**config.mk**
```make
export PLATFORM = sky130hd
export DESIGN_NAME = operand_b_sequencer
export DESIGN_NICKNAME = d
export VERILOG_FILES = /design/src/rtl/mips_pkg.sv /design/src/rtl/rt_hazard_detect.sv /design/src/rtl/operand_b_sequencer.sv
export SDC_FILE = /design/constraint.sdc
export NUM_CORES = 1
export LEC_CHECK = 0
export BUFFER_PORTS_ARGS = -buffer_cell sky130_fd_sc_hd__buf_2
export CORE_MARGIN = 8
export CORE_UTILIZATION = 42
export CTS_CLUSTER_DIAMETER = 120
export DETAILED_ROUTE_END_ITERATION = 8
export PLACE_DENSITY = 0.86
export SYNTH_ARGS = -nofsm -noshare
export SYNTH_HDL_FRONTEND = slang
export SYNTH_SLANG_ARGS = --single-unit
```
**constraint.sdc**
```tcl
create_clock -name clock -period 4.48 [get_ports clock]
set_input_delay 0.224 -clock clock [delete_from_list [all_inputs] [get_ports clock]]
set_output_delay 0.224 -clock clock [all_outputs]
set_load 0.005 [all_outputs]
```
**src/rtl/mips_pkg.sv**
```systemverilog
// mips_pkg: shared widths, operand-B source codes and sequencer FSM encoding.
package mips_pkg;
    localparam int NB_DATA = 32;
    localparam int NB_REG  = 5;
    localparam int NB_CNT  = 16;

    localparam logic [1:0] BSEL_REG     = 2'b00;
    localparam logic [1:0] BSEL_IMM     = 2'b01;
    localparam logic [1:0] BSEL_FWD_MEM = 2'b10;
    localparam logic [1:0] BSEL_FWD_WB  = 2'b11;

    typedef enum logic {
        RUN   = 1'b0,
        STALL = 1'b1
    } state_t;
endpackage

```
**src/rtl/rt_hazard_detect.sv**
```systemverilog
// rt_hazard_detect: per-stage rt match flags and the load-use flag for operand B.
module rt_hazard_detect
    import mips_pkg::*;
#(
    parameter int NB_REG = mips_pkg::NB_REG
) (
    input  logic              i_valid,
    input  logic              i_uses_rt,
    input  logic [NB_REG-1:0] i_rt,
    input  logic              i_ex_memread,
    input  logic              i_ex_regwrite,
    input  logic [NB_REG-1:0] i_ex_rd,
    input  logic              i_mem_regwrite,
    input  logic [NB_REG-1:0] i_mem_rd,
    input  logic              i_wb_regwrite,
    input  logic [NB_REG-1:0] i_wb_rd,
    output logic              o_ex_match,
    output logic              o_mem_match,
    output logic              o_wb_match,
    output logic              o_load_use
);
    logic reads_rt;

    // r0 is hardwired to zero, so it never carries a dependency
    assign reads_rt    = i_valid && i_uses_rt && (i_rt != '0);
    assign o_ex_match  = reads_rt && i_ex_regwrite && (i_ex_rd == i_rt);
    assign o_mem_match = reads_rt && i_mem_regwrite && (i_mem_rd == i_rt);
    assign o_wb_match  = reads_rt && i_wb_regwrite && (i_wb_rd == i_rt);
    assign o_load_use  = o_ex_match && i_ex_memread;
endmodule

```
**src/rtl/operand_b_sequencer.sv**
```systemverilog
// operand_b_sequencer: ID/EX operand-B select, rt hazard stall and bubble insertion.
// Define OPB_FORWARDING_EN to forward from MEM/WB; otherwise every match stalls.
module operand_b_sequencer
    import mips_pkg::*;
#(
    parameter int NB_DATA = mips_pkg::NB_DATA,
    parameter int NB_REG  = mips_pkg::NB_REG,
    parameter int NB_CNT  = mips_pkg::NB_CNT
) (
    input  logic               clock,
    input  logic               reset,
    input  logic               i_enable,
    input  logic               i_valid,
    input  logic               i_tipeI,
    input  logic               i_uses_rt,
    input  logic [NB_REG-1:0]  i_rt,
    input  logic [NB_DATA-1:0] i_inmediate,
    input  logic [NB_DATA-1:0] i_dataB,
    input  logic               i_ex_memread,
    input  logic               i_ex_regwrite,
    input  logic [NB_REG-1:0]  i_ex_rd,
    input  logic               i_mem_regwrite,
    input  logic [NB_REG-1:0]  i_mem_rd,
    input  logic [NB_DATA-1:0] i_mem_result,
    input  logic               i_wb_regwrite,
    input  logic [NB_REG-1:0]  i_wb_rd,
    input  logic [NB_DATA-1:0] i_wb_result,
    output logic [NB_DATA-1:0] o_B_to_alu,
    output logic [1:0]         o_bsel,
    output logic               o_valid,
    output logic               o_stall,
    output logic [NB_CNT-1:0]  o_stall_count
);
    state_t             state, next_state;
    logic               ex_match, mem_match, wb_match, load_use, hazard;
    logic [1:0]         sel;
    logic [NB_DATA-1:0] operand;

    rt_hazard_detect #(.NB_REG(NB_REG)) u_rt_hazard_detect (
        .i_valid        (i_valid),
        .i_uses_rt      (i_uses_rt),
        .i_rt           (i_rt),
        .i_ex_memread   (i_ex_memread),
        .i_ex_regwrite  (i_ex_regwrite),
        .i_ex_rd        (i_ex_rd),
        .i_mem_regwrite (i_mem_regwrite),
        .i_mem_rd       (i_mem_rd),
        .i_wb_regwrite  (i_wb_regwrite),
        .i_wb_rd        (i_wb_rd),
        .o_ex_match     (ex_match),
        .o_mem_match    (mem_match),
        .o_wb_match     (wb_match),
        .o_load_use     (load_use)
    );

`ifdef OPB_FORWARDING_EN
    logic unused_fwd;
    assign unused_fwd = ex_match;
    assign hazard = !i_tipeI && load_use;
    // MEM beats WB because it holds the younger write to rt
    assign sel = !i_valid   ? BSEL_REG :
                 i_tipeI    ? BSEL_IMM :
                 mem_match  ? BSEL_FWD_MEM :
                 wb_match   ? BSEL_FWD_WB : BSEL_REG;
`else
    logic unused_nofwd;
    assign unused_nofwd = load_use;
    // without bypass paths, wait until the producer has written the register file
    assign hazard = !i_tipeI && (ex_match || mem_match || wb_match);
    assign sel = (i_valid && i_tipeI) ? BSEL_IMM : BSEL_REG;
`endif

    assign o_stall = hazard;

    always_comb begin
        operand    = (sel == BSEL_IMM)     ? i_inmediate :
                     (sel == BSEL_FWD_MEM) ? i_mem_result :
                     (sel == BSEL_FWD_WB)  ? i_wb_result : i_dataB;
        next_state = !i_enable ? state : (hazard ? STALL : RUN);
    end

    always_ff @(posedge clock or negedge reset) begin
        if (!reset) begin
            state         <= RUN;
            o_B_to_alu    <= '0;
            o_bsel        <= BSEL_REG;
            o_valid       <= 1'b0;
            o_stall_count <= '0;
        end else if (i_enable) begin
            state         <= next_state;
            o_B_to_alu    <= (next_state == STALL) ? '0 : operand;
            o_bsel        <= (next_state == STALL) ? BSEL_REG : sel;
            o_valid       <= (next_state == RUN) && i_valid;
            if (next_state == STALL && o_stall_count != '1)
                o_stall_count <= o_stall_count + 1'b1;
        end
    end
endmodule

```
==> results of run 1 <==
cells by family (layout without fill, tap and decap cells):
kind of cell	after synthesis	in the layout	synth area share
AO/OA/AOI/OAI	39	39	0.102
XOR/XNOR	30	30	0.102
adder cells (fa/ha/maj)	1	1	0.00486
flip-flops	50	50	0.486
other	1	1	0.00146
buffers and inverters	49	188	0.0767
AND/OR/NAND/NOR	49	49	0.0981
multiplexers	33	33	0.129
worst max-delay path, cell delays in order:
cell and delay, ns:
buf_2 0.14, xor2_1 0.17, nor4_1 0.07, and3_2 0.23, o211ai_4 0.39, nand2_1 0.75
o22ai_1 0.41
worst max-delay path by stage:
stage | start | endpoint | depth (start not counted)
after detailed placement | i_rt[1] | o_B_to_alu[11] | 7
after global placement | i_rt[1] | o_B_to_alu[23] | 7
after CTS | i_rt[1] | o_B_to_alu[11] | 7
after floorplan | o_stall_count[0] | o_stall_count[1] | 6
after global routing | i_rt[4] | o_B_to_alu[11] | 7
final | i_rt[1] | o_B_to_alu[11] | 7
metal layers:
metal / up-vias / share of wire
met3: 9 / 0.10
li1: 1144 / -
met1: 1073 / 0.39
met4: 0 / 0.011
met5: - / 0
met2: 96 / 0.49
synthesized netlist by cell type (2+ instances only):
master	number	area, um^2
nand4_1	5	31.3
nor4_1	6	37.5
inv_1	37	139
nand2_1	12	45.0
o21ai_0	3	15.0
nor3_1	6	30.0
or3_1	2	12.5
xor2_1	16	140
dfrtp_1	50	1250
mux2i_1	32	320
nand3_1	7	35.0
buf_2	2	10.0
nor2_1	6	22.5
xnor2_1	14	123
o22ai_1	33	206
clkbuf_1	8	30.0
stage by stage:
step           hold WS [ns]  power [mW]  instances  area [um^2]
4_1_cts               0.165        1.02        466         3440
5_1_grt               0.200        1.07        466         3440
3_5_place_dp          0.488       0.706        458         3330
2_1_floorplan       -0.0716       0.599        252         2580
6_report              0.122        1.00        466         3440
3_3_place_gp          0.471       0.697        458         3330
where the power goes:
group	total [mW]	internal, mW	switching (mW)
sequential	0.504	0.486	0.0187
clock	0.310	0.167	0.143
combinational	0.189	0.0952	0.0938
state kept, by name (all words and copies together), names as in the netlist:
signal / count
o_stall_count: 16
o_B_to_alu: 32
o_valid: 1
o_bsel: 1
cell type report:
| class | instances | area, um^2 |
|---|---|---|
| Sequential cell | 50 | 1250 |
| Clock inverter | 2 | 37.5 |
| Clock buffer | 6 | 72.6 |
| Timing Repair Buffer | 143 | 716 |
| Inverter | 37 | 139 |
| Multi-Input combinational cell | 153 | 1130 |
| Fill cell | 524 | 2480 |
| Tap cell | 75 | 93.8 |
==> impl_metrics.py, run 1 <==
metrics = {
    "global_route": {
        "grt.busiest_layer": "met2",
        "antenna_found_initial": 0,
        "grt_pass1_wl_um": 11200,
        "grt_pass1_vias": 2461,
        "grt_max_degree": 51,
        "use_met3": 0.0616,
        "met1_usage": 0.175,
        "grt_use_met2": 0.269,
        "grtUsageTotal": 0.156,
        "overflow": 0,
    },
    "layout": {
        "drive_gt1_frac": 0.399,
        "utilization": 0.581,
        "syn_to_final_growth_pct": 33.5,
        "final_cell_mix": "buf_2, dfrtp_1, inv_1",
        "antenna-diode-count": 0,
        "layout_commonest_cell": "buf_2",
        "fin_nets": 549,
    },
    "logic_synthesis": {
        "netlist_instances": 252,
        "synth_fp_nets": 411,
        "synth-async-reset-ratio": 1.00,
        "synth_flop_cell": "dfrtp_1",
        "ys_seq_area_frac": 0.486,
        "ys_ff_latch": 50,
        "synth_area_um2": 2580,
        "yosysUniqueCellTypes": 29,
        "yosysWarnings": 0,
        "postSynthAreaPerCell_um2": 10.2,
        "synth-edff-count": 0,
    },
    "power": {
        "p_leak_nw": 1.98,
        "p_per_area_nw_per_um2": 292,
        "vdd_drop_max_mv": 0.187,
    },
    "clocking": {
        "holdBufCountCts": 0,
        "cts_resized": 0,
        "post_cts_buffers": 0,
        "cts-htree-levels": 2,
        "clock-root-buffer": "clkbuf_8",
        "clockBufferDepth": 2,
        "path_clk_slew_ns": 0.09,
        "cts_tree": "yes",
        "insertion_delay_ns": 0.30,
        "clkSinkCount": 50,
        "numCtsBuffers": 5,
    },
    "placement": {
        "gp_congestion": 0.793,
        "dp_hpwl_um": 5570,
        "place_ws_ns": 1.91,
        "port_buffers": 143,
    },
    "setup_path": {
        "r2r.worst_path.cells": 6,
        "setup.worst_path.class": "in2reg",
        "r2r_setup_slack_ns": 2.33,
        "endpoint_kind": "flop",
        "cp_max_fo": 32,
        "rr_endpoint": "o_stall_count[1]",
        "rr_startpoint": "o_stall_count[0]",
        "crit_arrival_ns": 2.40,
        "start_kind": "input port",
        "crit_required_ns": 4.67,
    },
    "routing": {
        "drcViolationCount": 0,
        "drtAntennaViolNets": 0,
        "vias": 2322,
        "drt_wl_total_um": 7180,
        "dr.pass1.iters": 4,
        "wl_per_cell_um": 15.4,
        "via_per_inst": 4.98,
        "drt_iter0_drc": 67,
    },
    "floorplanning": {
        "start_util": 0.435,
        "core-area_um2": 5920,
        "dieArea_um2": 8900,
        "rows": 28,
        "io_pins": 210,
        "die_h_um": 94.3,
        "die_w_um": 94.3,
    },
    "sta": {
        "finalSetupViolCount": 0,
        "rsz0062_at_grt": "false",
        "setup-tns-final_ns": 0,
        "finalCritPeriodShare": 0.493,
        "fin_ws_ns": 2.27,
        "worst_slew_pin_slew_ns": 1.09,
        "final_hold_viol_count": 0,
        "drv_slew": 0,
        "relSlewSlack": 0.271,
        "max_freq_mhz": 453,
        "min_period_ns": 2.21,
        "fin_worst_skew_ns": 0.00531,
    },
    "hold_path": {
        "hold_class": "in2async",
    },
    "run": {
        "max_cap_violations": 0,
    },
    "outcome": {
        "outcome": "finished, final reports clean",
    },
}
(Power assumes the default switching activity.)
==> inputs of run 2 (changes only) <==
--- a/config.mk
+++ b/config.mk
@@ -7,10 +7,10 @@
 export LEC_CHECK = 0
 export BUFFER_PORTS_ARGS = -buffer_cell sky130_fd_sc_hd__buf_2
 export CORE_MARGIN = 8
-export CORE_UTILIZATION = 42
+export CORE_UTILIZATION = 39
 export CTS_CLUSTER_DIAMETER = 120
 export DETAILED_ROUTE_END_ITERATION = 8
-export PLACE_DENSITY = 0.86
+export PLACE_DENSITY = 0.8
 export SYNTH_ARGS = -nofsm -noshare
 export SYNTH_HDL_FRONTEND = slang
 export SYNTH_SLANG_ARGS = --single-unit
==> constraint.sdc (replaced) <==
create_clock -name clock -period 2.3 [get_ports clock]
set_input_delay 0.115 -clock clock [delete_from_list [all_inputs] [get_ports clock]]
set_output_delay 0.115 -clock clock [all_outputs]
set_load 0.005 [all_outputs]
==> run 2 against run 1 <==
Compared with the run above:
- global-route usage decreased by 0.52 points
- count of clock-buffer cells in the layout fell by 1
- critical path type is now reg2reg
- setup slack worse by 2.1 ns
- non-clock buffer count is 6 higher
- hold slack worse by 0.042 ns
- sequential share of layout area shrank 0.60 points
==> impl_metrics.py, run 2 (synthesized netlist as in run 1, its figures left out) <==
metrics = {
    "clocking": {
        "numCtsBuffers": 5,
        "post_cts_buffers": 0,
        "clockBufferDepth": 2,
        "cts-htree-levels": 2,
        "cts_tree": "yes",
        "path_clk_slew_ns": 0.09,
        "clock-root-buffer": "clkbuf_8",
        "clkSinkCount": 50,
        "insertion_delay_ns": 0.30,
    },
    "sta": {
        "finalCritPeriodShare": 0.922,
        "relSlewSlack": 0.573,
        "min_period_ns": 2.12,
        "max_freq_mhz": 472,
        "rsz0062_at_grt": "false",
        "final_hold_viol_count": 0,
        "drv_slew": 0,
        "worst_slew_pin_slew_ns": 0.641,
        "finalSetupViolCount": 0,
        "fin_hold_ws_ns": 0.0799,
        "setup-tns-final_ns": 0,
        "fin_worst_skew_ns": 0.00570,
    },
    "setup_path": {
        "crit_chain": "ha_1, nand4_1, or2_0, o31a_1, nand4_1, or3_1, xnor2_1",
        "endpoint_kind": "flop",
        "crit_required_ns": 2.49,
        "start_kind": "flop",
        "cpMaxStageDelayCell": "dfrtp_1",
        "cp_slowest_stage_delay_ns": 0.43,
        "critPathTopFamily": "simple AND/OR/NAND/NOR gates",
        "cp_max_fo": 5,
        "crit_arrival_ns": 2.31,
        "setup.worst_path.class": "reg2reg",
        "crit_path_frequent_cell": "nand4_1",
        "path_buf_inv": 0,
    },
    "hold_path": {
        "hold_class": "in2reg",
    },
    "routing": {
        "dr.pass1.iters": 5,
        "drcViolationCount": 0,
        "drtAntennaViolNets": 0,
        "via_per_inst": 4.93,
        "vias": 2338,
        "drt_iter0_drc": 53,
        "wl_per_cell_um": 15.6,
        "drt_wl_total_um": 7370,
    },
    "global_route": {
        "grt_max_degree": 51,
        "met1_usage": 0.176,
        "grtUsageTotal": 0.151,
        "use_met3": 0.0669,
        "grt_pass1_wl_um": 12100,
        "antenna_found_initial": 1,
        "grt.busiest_layer": "met2",
        "grt_pass1_vias": 2482,
        "grt_use_met2": 0.249,
        "overflow": 0,
    },
    "layout": {
        "fin_nets": 555,
        "antenna-diode-count": 0,
        "regMostFlops": "o_B_to_alu",
        "fillCellCount": 577,
        "largestRegisters": "o_B_to_alu (32), o_stall_count (16)",
        "drive_gt1_frac": 0.408,
        "final_cell_mix": "buf_2, dfrtp_1, inv_1",
        "syn_to_final_growth_pct": 35.7,
        "layout_commonest_cell": "buf_2",
        "design_area_um2": 3500,
        "largest_reg_flops": 32,
    },
    "outcome": {
        "outcome": "finished, final reports clean",
    },
    "power": {
        "switchingPower_uw": 507,
        "vdd_drop_max_mv": 0.371,
        "seq_power_share": 0.500,
        "sw_frac_of_total": 0.258,
        "power.total_mw": 1.96,
        "p_int_mw": 1.46,
        "p_per_area_nw_per_um2": 562,
        "pwr-share-comb": 0.191,
        "clockPowerShare": 0.309,
        "p_leak_nw": 2.02,
    },
    "floorplanning": {
        "dieArea_um2": 9460,
        "io_pins": 210,
        "start_util": 0.403,
        "die_h_um": 97.3,
        "die_w_um": 97.3,
        "core-area_um2": 6390,
        "rows": 29,
    },
    "placement": {
        "gp_congestion": 0.787,
        "dp_hpwl_um": 5670,
        "postPlaceCellArea_um2": 3370,
        "port_buffers": 143,
    },
    "run": {
        "max_cap_violations": 0,
    },
}
[run 2: stage by stage]
stage          cells   util  setup WS [ns]
6_report         474  0.548          0.179
5_1_grt          474  0.548         0.0576
4_1_cts          474  0.546          0.208
3_5_place_dp     465  0.528          0.244
3_3_place_gp     465  0.528          0.254
2_1_floorplan    252      -          0.438
[run 2: repair_timing]
| action | in CTS | in global routing |
|---|---|---|
| hold endpoints to repair | 50 | 0 |
| hold buffers | 1 | 0 |
| endpoints found under the setup margin | 0 | 1 |
| gates resized for setup | 0 | 1 |
[run 2: worst paths after layout]
| path | start | end | slack [ns] | depth (start not counted) |
|---|---|---|---|---|
| hold / removal | i_inmediate[7] | o_B_to_alu[7] | 0.08 | 3 |
| min in group asynchronous | reset | o_stall_count[7] | 0.44 | 3 |
| setup reg to reg | o_stall_count[0] | o_stall_count[11] | 0.18 | 7 |
| max in group asynchronous | reset | o_B_to_alu[12] | 1.42 | 3 |
| setup / recovery | o_stall_count[0] | o_stall_count[11] | 0.18 | 7 |
| hold reg to reg | o_stall_count[13] | o_stall_count[13] | 0.50 | 1 |
[run 2: cell type report]
| type | count | area, um^2 | area share |
|---|---|---|---|
| clock inverter | 3 | 40.0 | 0.0114 |
| inverter | 37 | 139 | 0.0397 |
| sequential | 50 | 1250 | 0.358 |
| timing repair buffer | 149 | 763 | 0.218 |
| multi-input combinational | 153 | 1140 | 0.326 |
| clock buffer | 5 | 68.8 | 0.0197 |
| tap | 77 | 96.3 | 0.0275 |
[run 2: routing by layer]
metal	wire length (um)	vias up
li1	-	1153
met1	3080	1076
met2	3510	96
met3	695	11
met4	85	2
met5	8	-
[run 2: worst min-delay path, cell delays in order]
cell	delay [ns]
buf_2	0.07
mux2i_1	0.05
o22ai_1	0.09
[run 2: power groups by stage]
stage          logic (mW)  clock network, mW  registers [mW]
6_report            0.376              0.608           0.982
5_1_grt             0.422              0.665           0.992
4_1_cts             0.384              0.632           0.982
3_5_place_dp        0.381                  0           0.999
3_3_place_gp        0.369                  0           0.995
2_1_floorplan       0.160                  0            1.01
==> inputs of run 3 (changes only) <==
==> constraint.sdc (replaced) <==
create_clock -name clock -period 2.3 [get_ports clock]
set_input_delay 0.23 -clock clock [delete_from_list [all_inputs] [get_ports clock]]
set_output_delay 0.23 -clock clock [all_outputs]
set_load 0.005 [all_outputs]
==> run 3 against run 2 <==
Compared with the run above:
- global-route usage barely moved
- via count shrank 1.3%
- core utilization is 0.20 points lower
- critical path depth did not move
- setup slack lost 0.020 ns
- sequential power about the same
- first-iteration DRC count down 19%
- largest cell class unchanged
==> impl_metrics.py, run 3 (synthesized netlist as in run 1, its figures left out) <==
metrics = {
    "routing": {
        "drtAntennaViolNets": 0,
        "wl_per_cell_um": 15.2,
        "drt_wl_total_um": 7200,
        "vias": 2307,
        "drcViolationCount": 0,
        "via_per_inst": 4.87,
        "drt_iter0_drc": 43,
        "dr.pass1.iters": 4,
    },
    "placement": {
        "place_ws_ns": 0.201,
        "gp_congestion": 0.821,
        "dp_hpwl_um": 5790,
        "port_buffers": 143,
        "postPlaceCellArea_um2": 3390,
    },
    "setup_path": {
        "rr_startpoint": "o_stall_count[0]",
        "r2r_setup_slack_ns": 0.16,
        "rr_endpoint": "o_stall_count[11]",
        "endpoint_kind": "flop",
        "crit_arrival_ns": 2.33,
        "endpoint": "o_stall_count[11]",
        "crit_required_ns": 2.49,
        "r2r.worst_path.cells": 7,
        "start_kind": "flop",
        "cp_max_fo": 5,
        "crit_path_start": "o_stall_count[0]",
        "setup.worst_path.class": "reg2reg",
    },
    "global_route": {
        "overflow": 0,
        "grt_pass1_wl_um": 12000,
        "grt_pass1_vias": 2489,
        "antenna_found_initial": 0,
        "grt_max_degree": 33,
        "grtUsageTotal": 0.150,
    },
    "clocking": {
        "cts_tree": "yes",
        "clkSinkCount": 50,
        "insertion_delay_ns": 0.30,
        "path_clk_slew_ns": 0.09,
        "numCtsBuffers": 5,
        "cts-htree-levels": 2,
        "clockBufferDepth": 2,
        "clock-root-buffer": "clkbuf_8",
        "post_cts_buffers": 0,
    },
    "layout": {
        "register_area_um2": 1250,
        "fin_nets": 556,
        "design_area_um2": 3480,
        "largestRegisters": "o_B_to_alu (32), o_stall_count (16)",
        "regMostFlops": "o_B_to_alu",
        "syn_to_final_growth_pct": 35.3,
        "drive_gt1_frac": 0.403,
        "layout_commonest_cell": "buf_2",
        "antenna-diode-count": 0,
        "multi_input_area_um2": 1140,
        "final_cell_mix": "buf_2, dfrtp_1, inv_1",
        "largest_reg_flops": 32,
        "fillCellCount": 558,
    },
    "sta": {
        "fin_worst_skew_ns": 0.00462,
        "fin_ws_ns": 0.160,
        "finalCritPeriodShare": 0.931,
        "final_hold_viol_count": 0,
        "finalSetupViolCount": 0,
        "setup-tns-final_ns": 0,
        "drv_slew": 0,
        "rsz0062_at_grt": "false",
        "min_period_ns": 2.14,
        "max_freq_mhz": 467,
    },
    "floorplanning": {
        "rows": 29,
        "die_w_um": 97.3,
        "die_h_um": 97.3,
        "io_pins": 210,
        "core-area_um2": 6390,
        "start_util": 0.403,
        "dieArea_um2": 9460,
    },
    "power": {
        "power.total_mw": 1.84,
        "vdd_drop_max_mv": 0.388,
        "sw_frac_of_total": 0.267,
        "switchingPower_uw": 492,
        "seq_power_share": 0.532,
        "p_int_mw": 1.35,
        "p_leak_nw": 2.01,
        "p_per_area_nw_per_um2": 529,
        "pwr-share-comb": 0.205,
        "clockPowerShare": 0.263,
    },
    "hold_path": {
        "hold_class": "in2reg",
    },
    "outcome": {
        "outcome": "finished, final reports clean",
    },
    "run": {
        "max_cap_violations": 0,
    },
}
[run 3: cell count changes in the layout (fill, tap and decap cells not counted)]
| cell | previous run | this run |
|---|---|---|
| buf_12 | 0 | 1 |
| bufinv_16 | 1 | 0 |
| clkbuf_1 | 0 | 2 |
| clkinv_2 | 2 | 0 |
[run 3: metrics by stage]
step	util	hold slack (ns)	std cells
4_1_cts	0.544	0.179	474
6_report	0.546	0.192	474
5_1_grt	0.546	0.186	474
3_3_place_gp	0.531	0.0831	466
3_5_place_dp	0.531	0.0888	466
2_1_floorplan	-	-0.0656	252
[run 3: worst min path at each step]
stage | from | end | slack (ns) | cells past startpoint
after floorplan | reset | o_B_to_alu[0] | -0.07 | 0
after global placement | reset | o_stall_count[0] | 0.08 | 1
after detailed placement | reset | o_stall_count[1] | 0.09 | 1
after CTS | i_inmediate[3] | o_B_to_alu[3] | 0.18 | 3
after global routing | i_inmediate[7] | o_B_to_alu[7] | 0.19 | 3
final | i_inmediate[3] | o_B_to_alu[3] | 0.19 | 3
[run 3: worst max-delay path, cell delays in order (launching register included)]
cell and delay [ns]:
dfrtp_1 0.43, ha_1 0.24, nand4_1 0.09, or2_0 0.34, o31a_1 0.19, nand4_1 0.22, or3_1 0.39, xnor2_1 0.13
[run 3: timing repair]
action / CTS / global route
setup endpoints to repair: 0 / 1
hold endpoints to repair: 7 / 0
gates resized for setup: 0 / 1
hold buffers: 1 / 0
[run 3: power by group through the flow]
stage	Clock, mW	Sequential, mW	Combinational (mW)
4_1_cts	0.509	0.981	0.387
5_1_grt	0.542	0.990	0.427
3_5_place_dp	0	0.998	0.384
2_1_floorplan	0	1.01	0.160
3_3_place_gp	0	0.995	0.373
6_report	0.485	0.980	0.378
[run 3: area by class of cell]
class                           instances  area share
Sequential cell                        50       0.359
Multi-Input combinational cell        153       0.327
Timing Repair Buffer                  150       0.225
Inverter                               37      0.0399
Tap cell                               77      0.0276
Clock buffer                            7      0.0219
[run 3: per-layer routing]
layer | part of all wire | GRT usage | vias up
met2 | 0.49 | 0.248 | 89
met1 | 0.40 | 0.173 | 1054
met5 | 0 | 0 | -
li1 | - | - | 1156
met4 | 0.0094 | 0.0315 | 0
met3 | 0.10 | 0.0718 | 8
